<file path="src/rtl/load_store_unit_if.sv">
// rtl/load_store_unit_if.sv - memory-side bus between the load/store unit and data memory
interface load_store_unit_if;
    logic        mem_req;
    logic        mem_we;
    logic [63:0] mem_addr;
    logic [63:0] mem_wdata;
    logic [7:0]  mem_wstrb;
    logic        mem_ack;
    logic [63:0] mem_rdata;

    modport master (
        output mem_req, mem_we, mem_addr, mem_wdata, mem_wstrb,
        input  mem_ack, mem_rdata
    );

    modport slave (
        input  mem_req, mem_we, mem_addr, mem_wdata, mem_wstrb,
        output mem_ack, mem_rdata
    );
endinterface

</file>
<file path="src/rtl/load_store_unit.sv">
// rtl/load_store_unit.sv - single-outstanding load/store unit with lane steering, alignment check and ack timeout
module load_store_unit #(
    parameter int unsigned TIMEOUT = 16
) (
    input  logic                      Clk,
    input  logic                      Rst,
    input  logic                      in_valid,
    input  logic                      in_we,
    input  logic [1:0]                in_size,
    input  logic                      in_unsigned,
    input  logic [63:0]               in_addr,
    input  logic [63:0]               in_wr_data,
    output logic [63:0]               out_rd_data,
    output logic                      out_busy,
    output logic                      out_done,
    output logic                      out_misalign,
    output logic                      out_err,
    load_store_unit_if.master         mem
);

    typedef enum logic [1:0] {S_IDLE, S_WAIT, S_DONE, S_FAULT} state_t;

    // Last WAIT cycle index: the counter starts at 0, so TIMEOUT cycles end at TIMEOUT-1.
    localparam logic [7:0] L_LAST = 8'(TIMEOUT - 1);

    state_t      r_state;
    state_t      w_next;
    logic [7:0]  r_cnt;
    logic        r_err;
    logic        r_we;
    logic [1:0]  r_size;
    logic        r_unsigned;
    logic [63:0] r_addr;
    logic [63:0] r_wr_data;
    logic [63:0] r_rd_data;

    logic        w_misalign;
    logic [63:0] w_shift;
    logic [63:0] w_load;
    logic [7:0]  w_strb_base;

    always_comb begin
        w_misalign = 1'b0;
        case (in_size)
            2'd1:    w_misalign = in_addr[0];
            2'd2:    w_misalign = |in_addr[1:0];
            2'd3:    w_misalign = |in_addr[2:0];
            default: w_misalign = 1'b0;
        endcase
    end

    always_comb begin
        w_shift = mem.mem_rdata >> {r_addr[2:0], 3'b000};
        w_load  = w_shift;
        case (r_size)
            2'd0:    w_load = r_unsigned ? {56'd0, w_shift[7:0]}  : {{56{w_shift[7]}},  w_shift[7:0]};
            2'd1:    w_load = r_unsigned ? {48'd0, w_shift[15:0]} : {{48{w_shift[15]}}, w_shift[15:0]};
            2'd2:    w_load = r_unsigned ? {32'd0, w_shift[31:0]} : {{32{w_shift[31]}}, w_shift[31:0]};
            default: w_load = w_shift;
        endcase
    end

    always_comb begin
        w_strb_base = 8'hFF;
        case (r_size)
            2'd0:    w_strb_base = 8'h01;
            2'd1:    w_strb_base = 8'h03;
            2'd2:    w_strb_base = 8'h0F;
            default: w_strb_base = 8'hFF;
        endcase
    end

    always_ff @(posedge Clk) begin
        if (Rst) begin
            r_state <= S_IDLE;
        end else begin
            r_state <= w_next;
        end
    end

    always_comb begin
        w_next = r_state;
        case (r_state)
            S_IDLE:  if (in_valid) w_next = w_misalign ? S_FAULT : S_WAIT;
            S_WAIT:  if (mem.mem_ack || r_cnt == L_LAST) w_next = S_DONE;
            S_DONE:  w_next = S_IDLE;
            S_FAULT: w_next = S_IDLE;
            default: w_next = S_IDLE;
        endcase
    end

    always_comb begin
        mem.mem_req  = (r_state == S_WAIT);
        mem.mem_we   = (r_state == S_WAIT) && r_we;
        mem.mem_addr = {r_addr[63:3], 3'b000};
        mem.mem_wdata = r_we ? (r_wr_data << {r_addr[2:0], 3'b000}) : 64'd0;
        mem.mem_wstrb = r_we ? (w_strb_base << r_addr[2:0]) : 8'd0;
        out_busy     = (r_state != S_IDLE);
        out_done     = (r_state == S_DONE) || (r_state == S_FAULT);
        out_misalign = (r_state == S_FAULT);
        out_err      = (r_state == S_DONE) && r_err;
        out_rd_data  = r_rd_data;
    end

    // Request capture, ack/timeout bookkeeping and the load-result register.
    always_ff @(posedge Clk) begin
        if (Rst) begin
            r_cnt      <= 8'd0;
            r_err      <= 1'b0;
            r_rd_data  <= 64'd0;
            r_we       <= 1'b0;
            r_size     <= 2'd0;
            r_unsigned <= 1'b0;
            r_addr     <= 64'd0;
            r_wr_data  <= 64'd0;
        end else begin
            case (r_state)
                S_IDLE: begin
                    if (in_valid) begin
                        r_we       <= in_we;
                        r_size     <= in_size;
                        r_unsigned <= in_unsigned;
                        r_addr     <= in_addr;
                        r_wr_data  <= in_wr_data;
                        r_cnt      <= 8'd0;
                        r_err      <= 1'b0;
                    end
                end
                S_WAIT: begin
                    if (mem.mem_ack) begin
                        if (!r_we) r_rd_data <= w_load;
                    end else begin
                        r_cnt <= r_cnt + 8'd1;
                        if (r_cnt == L_LAST) r_err <= 1'b1;
                    end
                end
                default: ;
            endcase
        end
    end

endmodule

</file>
<file path="src/flat_wrapper.sv">
// flat-port wrapper written by rule: the top's interface ports become plain ports
module load_store_unit_flat 
#(
    parameter int unsigned TIMEOUT = 16
)
  (Clk, Rst, in_valid, in_we, in_size, in_unsigned, in_addr, in_wr_data, out_rd_data, out_busy, out_done, out_misalign, out_err, mem_mem_req, mem_mem_we, mem_mem_addr, mem_mem_wdata, mem_mem_wstrb, mem_mem_ack, mem_mem_rdata);
  load_store_unit_if mem_i ();
  input  logic Clk;
  input  logic Rst;
  input  logic in_valid;
  input  logic in_we;
  input  logic [1:0] in_size;
  input  logic in_unsigned;
  input  logic [63:0] in_addr;
  input  logic [63:0] in_wr_data;
  output logic [63:0] out_rd_data;
  output logic out_busy;
  output logic out_done;
  output logic out_misalign;
  output logic out_err;
  output wire logic [$bits(mem_i.mem_req)-1:0] mem_mem_req;
  output wire logic [$bits(mem_i.mem_we)-1:0] mem_mem_we;
  output wire logic [$bits(mem_i.mem_addr)-1:0] mem_mem_addr;
  output wire logic [$bits(mem_i.mem_wdata)-1:0] mem_mem_wdata;
  output wire logic [$bits(mem_i.mem_wstrb)-1:0] mem_mem_wstrb;
  input wire logic [$bits(mem_i.mem_ack)-1:0] mem_mem_ack;
  input wire logic [$bits(mem_i.mem_rdata)-1:0] mem_mem_rdata;
  assign mem_mem_req = mem_i.mem_req;
  assign mem_mem_we = mem_i.mem_we;
  assign mem_mem_addr = mem_i.mem_addr;
  assign mem_mem_wdata = mem_i.mem_wdata;
  assign mem_mem_wstrb = mem_i.mem_wstrb;
  assign mem_i.mem_ack = mem_mem_ack;
  assign mem_i.mem_rdata = mem_mem_rdata;
  load_store_unit #(.TIMEOUT(TIMEOUT)) u_core (.Clk(Clk), .Rst(Rst), .in_valid(in_valid), .in_we(in_we), .in_size(in_size), .in_unsigned(in_unsigned), .in_addr(in_addr), .in_wr_data(in_wr_data), .out_rd_data(out_rd_data), .out_busy(out_busy), .out_done(out_done), .out_misalign(out_misalign), .out_err(out_err), .mem(mem_i));
endmodule
</file>
<file path="config.mk">
export PLATFORM = sky130hd
export DESIGN_NAME = load_store_unit_flat
export DESIGN_NICKNAME = d
export VERILOG_FILES = /design/src/rtl/load_store_unit_if.sv /design/src/rtl/load_store_unit.sv /design/src/flat_wrapper.sv
export SDC_FILE = /design/constraint.sdc
export NUM_CORES = 1
export LEC_CHECK = 0
export BUFFER_PORTS_ARGS = -buffer_cell sky130_fd_sc_hd__buf_2
export CAP_MARGIN = 5
export CORE_ASPECT_RATIO = 2
export CORE_MARGIN = 4
export CORE_UTILIZATION = 45
export DETAILED_ROUTE_END_ITERATION = 10
export PLACE_DENSITY = 0.75
export SYNTH_ARGS = -nofsm -noshare
export SYNTH_HDL_FRONTEND = slang
export SYNTH_SLANG_ARGS = --single-unit
</file>
<file path="constraint.sdc">
create_clock -name Clk -period 1.87 [get_ports Clk]
set_input_delay 0.2805 -clock Clk [delete_from_list [all_inputs] [get_ports Clk]]
set_output_delay 0.2805 -clock Clk [all_outputs]
set_load 0.01 [all_outputs]
</file>
==> results.md, run 1 <==
* Final Max Tran Viols at 0
* Reg clk slew, reported paths at approximately 0.070 ns
* Final Skew at roughly 0.015 ns
* Final hold viol count at 0
* Final Cell Area at 19100 um2
* Width of the die at ~120 um
* Die height at about 240 um
* Num CTS Buffers at 21
* Max cap viols at 0
* Mapped cell area at between 10000 and 15000 um2
* Clock Path Buffers at 3
* Final ANT Viol Nets at 0
* Placed cell areas at 15100 um2
* Sequential fraction of the synthesis area at between 30% and 40%
* Leak at 0.00811 uW
* Worst EP required at 1.59 ns
* Hold Path Stages at 3
* Critical setup path kind: flip-flop to output port
* Sw Ratio at between 30% and 40%
* Worst-skew pair later-pin latency at between 0.5 and 0.6 ns
* Largest net degree at the start of global routing at 89
* Endpoints failing setup at approximately 130
* Core Area at around 27000 um2
* Syn. warnings at 0
* Sequential power share at roughly a third
* Post-DR wirelength/cell at 26.2 um
* Area added between synthesis and finish at 56.1%
* Max rail drop VDD at 0.903 mV
* Synth unique cells at 57
* # port buffers at about 400
* First-pass GRT wire length at 86.1 mm
* Worst Path Max Fanout at 7
* NetSw at 4640 uW
* Number of global-route vias before repair at roughly 14000
* DRC viols at 0
* Final Wtd Congestion at approximately 0.96
* CTS tree: yes
* CP peak stage delay at slightly above 0.4 ns
* Pwr per Cell Area at ~750 nW/um2
* Number of synthesized flops with an enable pin at 0
* Outcome: complete, but fails checks
* Critical path cell sequence: buf_12, buf_12, buf_8, mux2i_4, mux2i_4, mux2i_1, nor2b_1, buf_2
* IO Pins at between 400 and 500
* H-tree Lvls at 1
* Vias post-DR at roughly 14000
* Worst slew pin tran at around 1.0 ns
* Failing checks: setup timing
* Reg2reg path depth at 8
* Nets at approximately 2200
* Minimum clock period after layout at approximately 2.5 ns
* Share of cells above drive strength 1 at 44.7%
* Final HPWL from detailed placement at 38.6 mm
* Post-Syn Area per Cell at 8.37 um2
* Iter 0 DRT Violations at about 1400
* FP Rows at 85
* Drt pass-1 iters at 6
* Place WS at -0.185 ns
* Worst hold-check path type: primary input to flip-flop
* CP startpoint kind: flip-flop
* WL final at between 60 and 70 mm
* Total die area at 30000 um2
* RSZ-0062 raised after global routing: yes
* Period utilisation layout at 134%
* Initial Util at between 40% and 50%
* Root Buffer: clkbuf_16
* Synth Instances at 1460
* Combinational Power Share at between 30% and 40%
* Clock Power Share at around 33%
* Slew HR at a little over 30%
* Arr. time, crit path at roughly 2.2 ns
* GR Overflow Total at 0
* Async set or reset register ratio after synthesis at 0%
* Worst Setup End Kind: output port
* Sink Count at 207
* Fin worst setup slack at -0.629 ns
* All-layer global routing usage at about 37%
* Initial antenna violation count at 2
* Via density at 6.11
* Synthesized flop and latch total at roughly 210
* Top_reg_cell synth: dfxtp_1
* Slowest library cell on the worst path: dfxtp_4
* Int Power at 9600 uW
* Max Freq at 400 MHz
==> placed cells by master (no fill, tap or decap), drive strengths merged, types with 5 or more instances in the layout <==
master and n:
o22ai 8, o2bb2ai 22, clkbuf 28, a22o 8, nor3 5, a311oi 39
a21oi 160, buf 622, mux4 39, a211oi 9, or2 10, and3 11
nand2b 14, o21bai 32, and2 26, mux2 6, mux2i 116, inv 13
nand2 298, nor2b 30, dfxtp 207, a211o 8, a221oi 24, o21ai 22
dlygate4sd3 77, a31oi 33, nor2 73
==> repair_timing <==
| action | 4_1_cts | 5_1_grt |
|---|---|---|
| buffers inserted | 43 | 22 |
| endpoints found under the setup margin | 128 | 137 |
| gates cloned | 20 | 1 |
| endpoints found under the hold margin | 77 | 0 |
| pin swaps | 51 | 46 |
| resized for setup | 225 | 125 |
| hold buffers | 77 | 0 |
==> flip-flops by register name, indices dropped and copies added (netlist names) <==
register,flops
u_core.r_err,1
u_core.r_unsigned,1
u_core.r_wr_data,64
u_core.r_addr,64
u_core.r_cnt,8
u_core.out_rd_data,64
u_core.r_state,2
u_core.r_size,2
u_core.r_we,1
==> routing by layer <==
metal | wire length (um) | track usage [%]
met3 | 4730 | 7.07
met5 | 0 | 0
met2 | 31000 | 67.8
met1 | 18400 | 35.1
met4 | 7090 | 32.2
==> worst paths after layout <==
check | start | to | slack (ns)
worst max-delay path | u_core.r_addr[0]$_SDFFE_PP0P_ | mem_mem_wdata[58] | -0.63
worst min-delay path | in_unsigned | u_core.r_unsigned$_SDFFE_PP0P_ | 0.006
worst max register to register | u_core.r_addr[1]$_SDFFE_PP0P_ | u_core.out_rd_data[58]$_SDFFE_PP0P_ | -0.40
worst min register to register | u_core.r_addr[7]$_SDFFE_PP0P_ | u_core.r_addr[7]$_SDFFE_PP0P_ | 0.45
==> final cells by class <==
class	count	area, um2
antenna	1	2.50
multi-input combinational	1034	8060
timing repair buffer	702	5620
clock buffer	27	599
sequential	207	4160
inverter	13	53.8
fill	1847	7830
tap	348	435
clock inverter	9	148
==> power groups by stage <==
stage	combinational (uW)	clock (uW)	sequential, uW
6_report	4490	4730	5030
5_1_grt	4680	4950	5040
4_1_cts	4110	4740	4990
3_5_place_dp	3170	0	5070
3_3_place_gp	3130	0	5050
2_1_floorplan	1880	0	4990
==> worst max-delay path, delay by kind of cell, from the launching register on <==
kind	cells	cell delay, ns
buffers and inverters	4	0.52
AND/OR/NAND/NOR	1	0.07
flip-flops	1	0.41
multiplexers	3	0.67
==> metrics by stage <==
step                      utilization, %  TNS (ns)  total power (uW)  instances  hold WS [ns]
after floorplan                        -     -1.09              6870       1462         0.409
after global placement              56.0     -3.15              8180       2158         0.439
after detailed placement            56.0     -5.26              8240       2158         0.443
after CTS                           68.6    -48.47             13800       2328      0.000205
after global routing                70.9    -58.51             14700       2341       0.00427
final                               70.9    -52.42             14200       2341       0.00620
==> synth_stat cells (5+ instances only) <==
cell,count,area [um2]
buf_1,7,26.3
o22ai_1,8,50.1
a221oi_2,21,315
clkbuf_1,88,330
a311oi_1,39,342
and3_1,11,68.8
nor2_1,73,274
or2_0,7,43.8
buf_2,38,190
o21ai_0,22,110
a21oi_1,160,801
and2_1,26,163
o21bai_1,32,240
nor2b_1,30,188
dfxtp_1,207,4140
a31oi_1,33,206
mux4_2,39,878
a22o_1,8,70.1
buf_4,71,533
inv_1,12,45.0
o2bb2ai_1,22,193
nor3_1,5,25.0
a211o_1,8,70.1
nand2_1,298,1120
mux2i_1,116,1160
a211oi_1,9,67.6
nand2b_1,14,87.6
==> kinds of logic (layout without fill, tap and decap cells) <==
family	after synthesis	count (layout)	synth area share (%)
other cells	1	4	0.0307
mux	161	161	17.3
buf+inv	221	751	9.60
compound gates	377	377	21.2
fa+ha+maj	1	1	0.102
xor+xnor	6	6	0.430
flops	207	207	33.9
simple gates	486	486	17.5
Note: power is estimated with default switching activity, not from simulation.
==> run 2, diff against run 1 <==
==> constraint.sdc (replaced) <==
create_clock -name Clk -period 1.87 [get_ports Clk]
set_input_delay 0.2805 -clock Clk [delete_from_list [all_inputs] [get_ports Clk]]
set_output_delay 0.2805 -clock Clk [all_outputs]
set_load 0.1 [all_outputs]
==> run 2 against run 1 <==
Effect of this change: the flow still finishes with violations (setup timing); first-iteration DRC count grew 17%; sequential cell count is the same; count of clock-buffer cells in the layout grew 1; global-route usage grew 0.50 points; critical endpoint is now mem_mem_wdata[57]; worst setup slack lost 0.22 ns; core utilization grew 4.6 points; sequential power is essentially flat; critical path depth is the same; routed wire length grew 8.7%; combinational power grew 39%; clock skew grew 0.011 ns.
==> results.md, run 2 (synthesized netlist as in run 1, its figures left out) <==
* Outcome: complete, but fails checks (unchanged)
* Failing checks: setup timing (unchanged)
* Largest net degree at the start of global routing at 65 (was 89)
* Initial Util at 45.4% (unchanged)
* Core Area at 26900 um2 (unchanged)
* Final Skew at 0.0261 ns (was 0.0146 ns)
* Nets at 2163 (was 2180)
* Most frequent cells in the layout: 326 x buf_2, 294 x nand2_1, 199 x dfxtp_1 (was 375 x buf_2, 293 x nand2_1, 200 x dfxtp_1)
* Leak at 0.00827 uW (was 0.00811 uW)
* H-tree Lvls at 1 (unchanged)
* Root Buffer: clkbuf_16 (unchanged)
* Post-DR wirelength/cell at 28.6 um (was 26.2 um)
* Clock Path Buffers at 3 (unchanged)
* Fin worst setup slack at -0.846 ns (was -0.629 ns)
* WL final at 66.5 mm (was 61.2 mm)
* Reg clk slew, reported paths at 0.07 ns (about the same)
* Max rail drop VDD at 0.924 mV (was 0.903 mV)
* Post-layout util at 75.6% (was 70.9%)
* NetSw at 6300 uW (was 4640 uW)
* Vias post-DR at 14833 (was 14312)
* Met1 usage at 34.6% (was 35.1%)
* Max Freq at 368 MHz (was 400 MHz)
* Share of cells above drive strength 1 at 47.0% (was 44.7%)
* CP startpoint kind: flip-flop (unchanged)
* First-pass GRT wire length at 87.1 mm (was 86.1 mm)
* GR Overflow Total at 0 (unchanged)
* Critical setup path kind: flip-flop to output port (unchanged)
* Worst slew pin tran at 0.644 ns (was 1.03 ns)
* M2 GR Usage at 65.8% (was 67.8%)
* Endpoints failing setup at 129 (was 132)
* Final HPWL from detailed placement at 39.4 mm (was 38.6 mm)
* Slew HR at 57.4% (was 31.2%)
* Drt pass-1 iters at 6 (unchanged)
* Clock Power Share at 28.6% (was 33.2%)
* CTS tree: yes (unchanged)
* Via density at 6.37 (was 6.11)
* Final Max Tran Viols at 0 (unchanged)
* DRC viols at 0 (unchanged)
* Slowest library cell on the worst path: dfxtp_4 (unchanged)
* Place WS at -0.395 ns (was -0.185 ns)
* Max cap viols at 0 (unchanged)
* FP Rows at 85 (unchanged)
* Final ANT Viol Nets at 0 (unchanged)
* Most Crowded Layer GR: met2 (unchanged)
* Num CTS Buffers at 21 (unchanged)
* Area added between synthesis and finish at 66.3% (was 56.1%)
* Buf/Inv on CP at 4 (unchanged)
* Sequential power share at 31.8% (was 35.3%)
* Total die area at 30000 um2 (unchanged)
* IO Pins at 406 (unchanged)
* Arr. time, crit path at 2.44 ns (was 2.22 ns)
* Width of the die at 125 um (unchanged)
* CP delay by family, top: buffers and inverters (was multiplexers)
* Minimum clock period after layout at 2.72 ns (was 2.50 ns)
* Int Power at 9480 uW (was 9600 uW)
* Sink Count at 207 (unchanged)
* Period utilisation layout at 145% (was 134%)
* CP peak stage delay at 0.40 ns (was 0.41 ns)
* Die height at 241 um (unchanged)
* Worst-skew pair later-pin latency at 0.54 ns (was 0.53 ns)
* Combinational Power Share at 39.6% (was 31.5%)
* All-layer global routing usage at 37.6% (was 37.1%)
* RSZ-0062 raised after global routing: yes (unchanged)
* Sw Ratio at 39.9% (was 32.6%)
* Fill count at 1595 (was 1847)
* M3 GR Usage at 8.62% (was 7.07%)
* Final Wtd Congestion at 1.01 (was 0.958)
* Worst EP required at 1.59 ns (about the same)
* Final hold viol count at 0 (unchanged)
* Worst Setup End Kind: output port (unchanged)
* Setup TNS at -58.32 ns (was -52.42 ns)
* WHS at 0.0131 ns (was 0.00620 ns)
* Iter 0 DRT Violations at 1609 (was 1377)
* Critical path cell sequence: buf_12, buf_4, buf_8, mux2i_4, mux2i_4, mux2i_2, nor2b_4, buf_12 (was buf_12, buf_12, buf_8, mux2i_4, mux2i_4, mux2i_1, nor2b_1, buf_2)
* Worst Path Max Fanout at 5 (was 7)
* Worst hold-check path type: primary input to flip-flop (unchanged)
* Number of global-route vias before repair at 14721 (was 14469)
* Most common cell after layout, fill and taps aside: buf_2 (unchanged)
* Initial antenna violation count at 7 (was 2)
* # port buffers at 402 (unchanged)
* Pwr per Cell Area at 776 nW/um2 (was 746 nW/um2)
-- run 2: cell count changes in the layout (fill, tap and decap cells not counted), sizes merged, moves of 2 or more --
| cell | before | now |
|---|---|---|
| bufbuf | 2 | 0 |
| dlygate4sd3 | 77 | 67 |
| buf | 622 | 617 |
| diode | 1 | 7 |
-- run 2: path summary, 6_finish.rpt --
kind	start	to	slack, ns	cells after the start
worst max-delay path	u_core.r_addr[0]$_SDFFE_PP0P_	mem_mem_wdata[57]	-0.85	8
worst min-delay path	in_addr[61]	u_core.r_addr[61]$_SDFFE_PP0P_	0.01	3
worst max register to register	u_core.r_addr[1]$_SDFFE_PP0P_	u_core.out_rd_data[11]$_SDFFE_PP0P_	-0.44	9
worst min register to register	u_core.r_addr[45]$_SDFFE_PP0P_	u_core.r_addr[45]$_SDFFE_PP0P_	0.45	2
-- run 2: power by group through the flow --
stage / clock network [uW] / registers [uW] / logic (uW)
6_report: 4510 / 5030 / 6240
2_1_floorplan: 0 / 5560 / 2970
3_3_place_gp: 0 / 5050 / 4810
5_1_grt: 4670 / 5040 / 6400
3_5_place_dp: 0 / 5070 / 4870
4_1_cts: 4510 / 4970 / 5620
-- run 2: layer usage --
metal  part of all wire [%]  vias to the layer above
met4                     14                        2
li1                       -                     6131
met3                    9.4                      477
met2                     48                     1257
met5                  0.021                        -
met1                     29                     6966
-- run 2: cell type report --
| class | count | area [um2] | area share (%) |
|---|---|---|---|
| antenna | 7 | 17.5 | 0.0862 |
| clock buffer | 28 | 572 | 2.81 |
| clock inverter | 8 | 125 | 0.615 |
| inverter | 13 | 48.8 | 0.240 |
| multi-input combinational | 1034 | 8540 | 42.0 |
| sequential | 207 | 4170 | 20.5 |
| tap | 348 | 435 | 2.14 |
| timing repair buffer | 685 | 6420 | 31.6 |
-- run 2: tightest hold or removal path: stages --
cell	delay, ns
buf_2	0.10
nand2_1	0.05
a21oi_1	0.05
-- run 2: timing repair --
action / in CTS / in global routing
setup buffers: 29 / 34
gates resized for setup: 168 / 175
cloned: 11 / 2
endpoints found under the hold margin: 67 / 0
setup endpoints to repair: 137 / 139
hold buffers: 67 / 0
pin swaps: 39 / 43
-- run 2: per-stage QoR --
stage | power (uW) | instances | instance area, um2
after floorplan | 8530 | 1462 | 12900
after global placement | 9870 | 2155 | 16500
final | 15800 | 2330 | 20300
after detailed placement | 9940 | 2155 | 16500
after CTS | 15100 | 2297 | 19200
after global routing | 16100 | 2326 | 20300
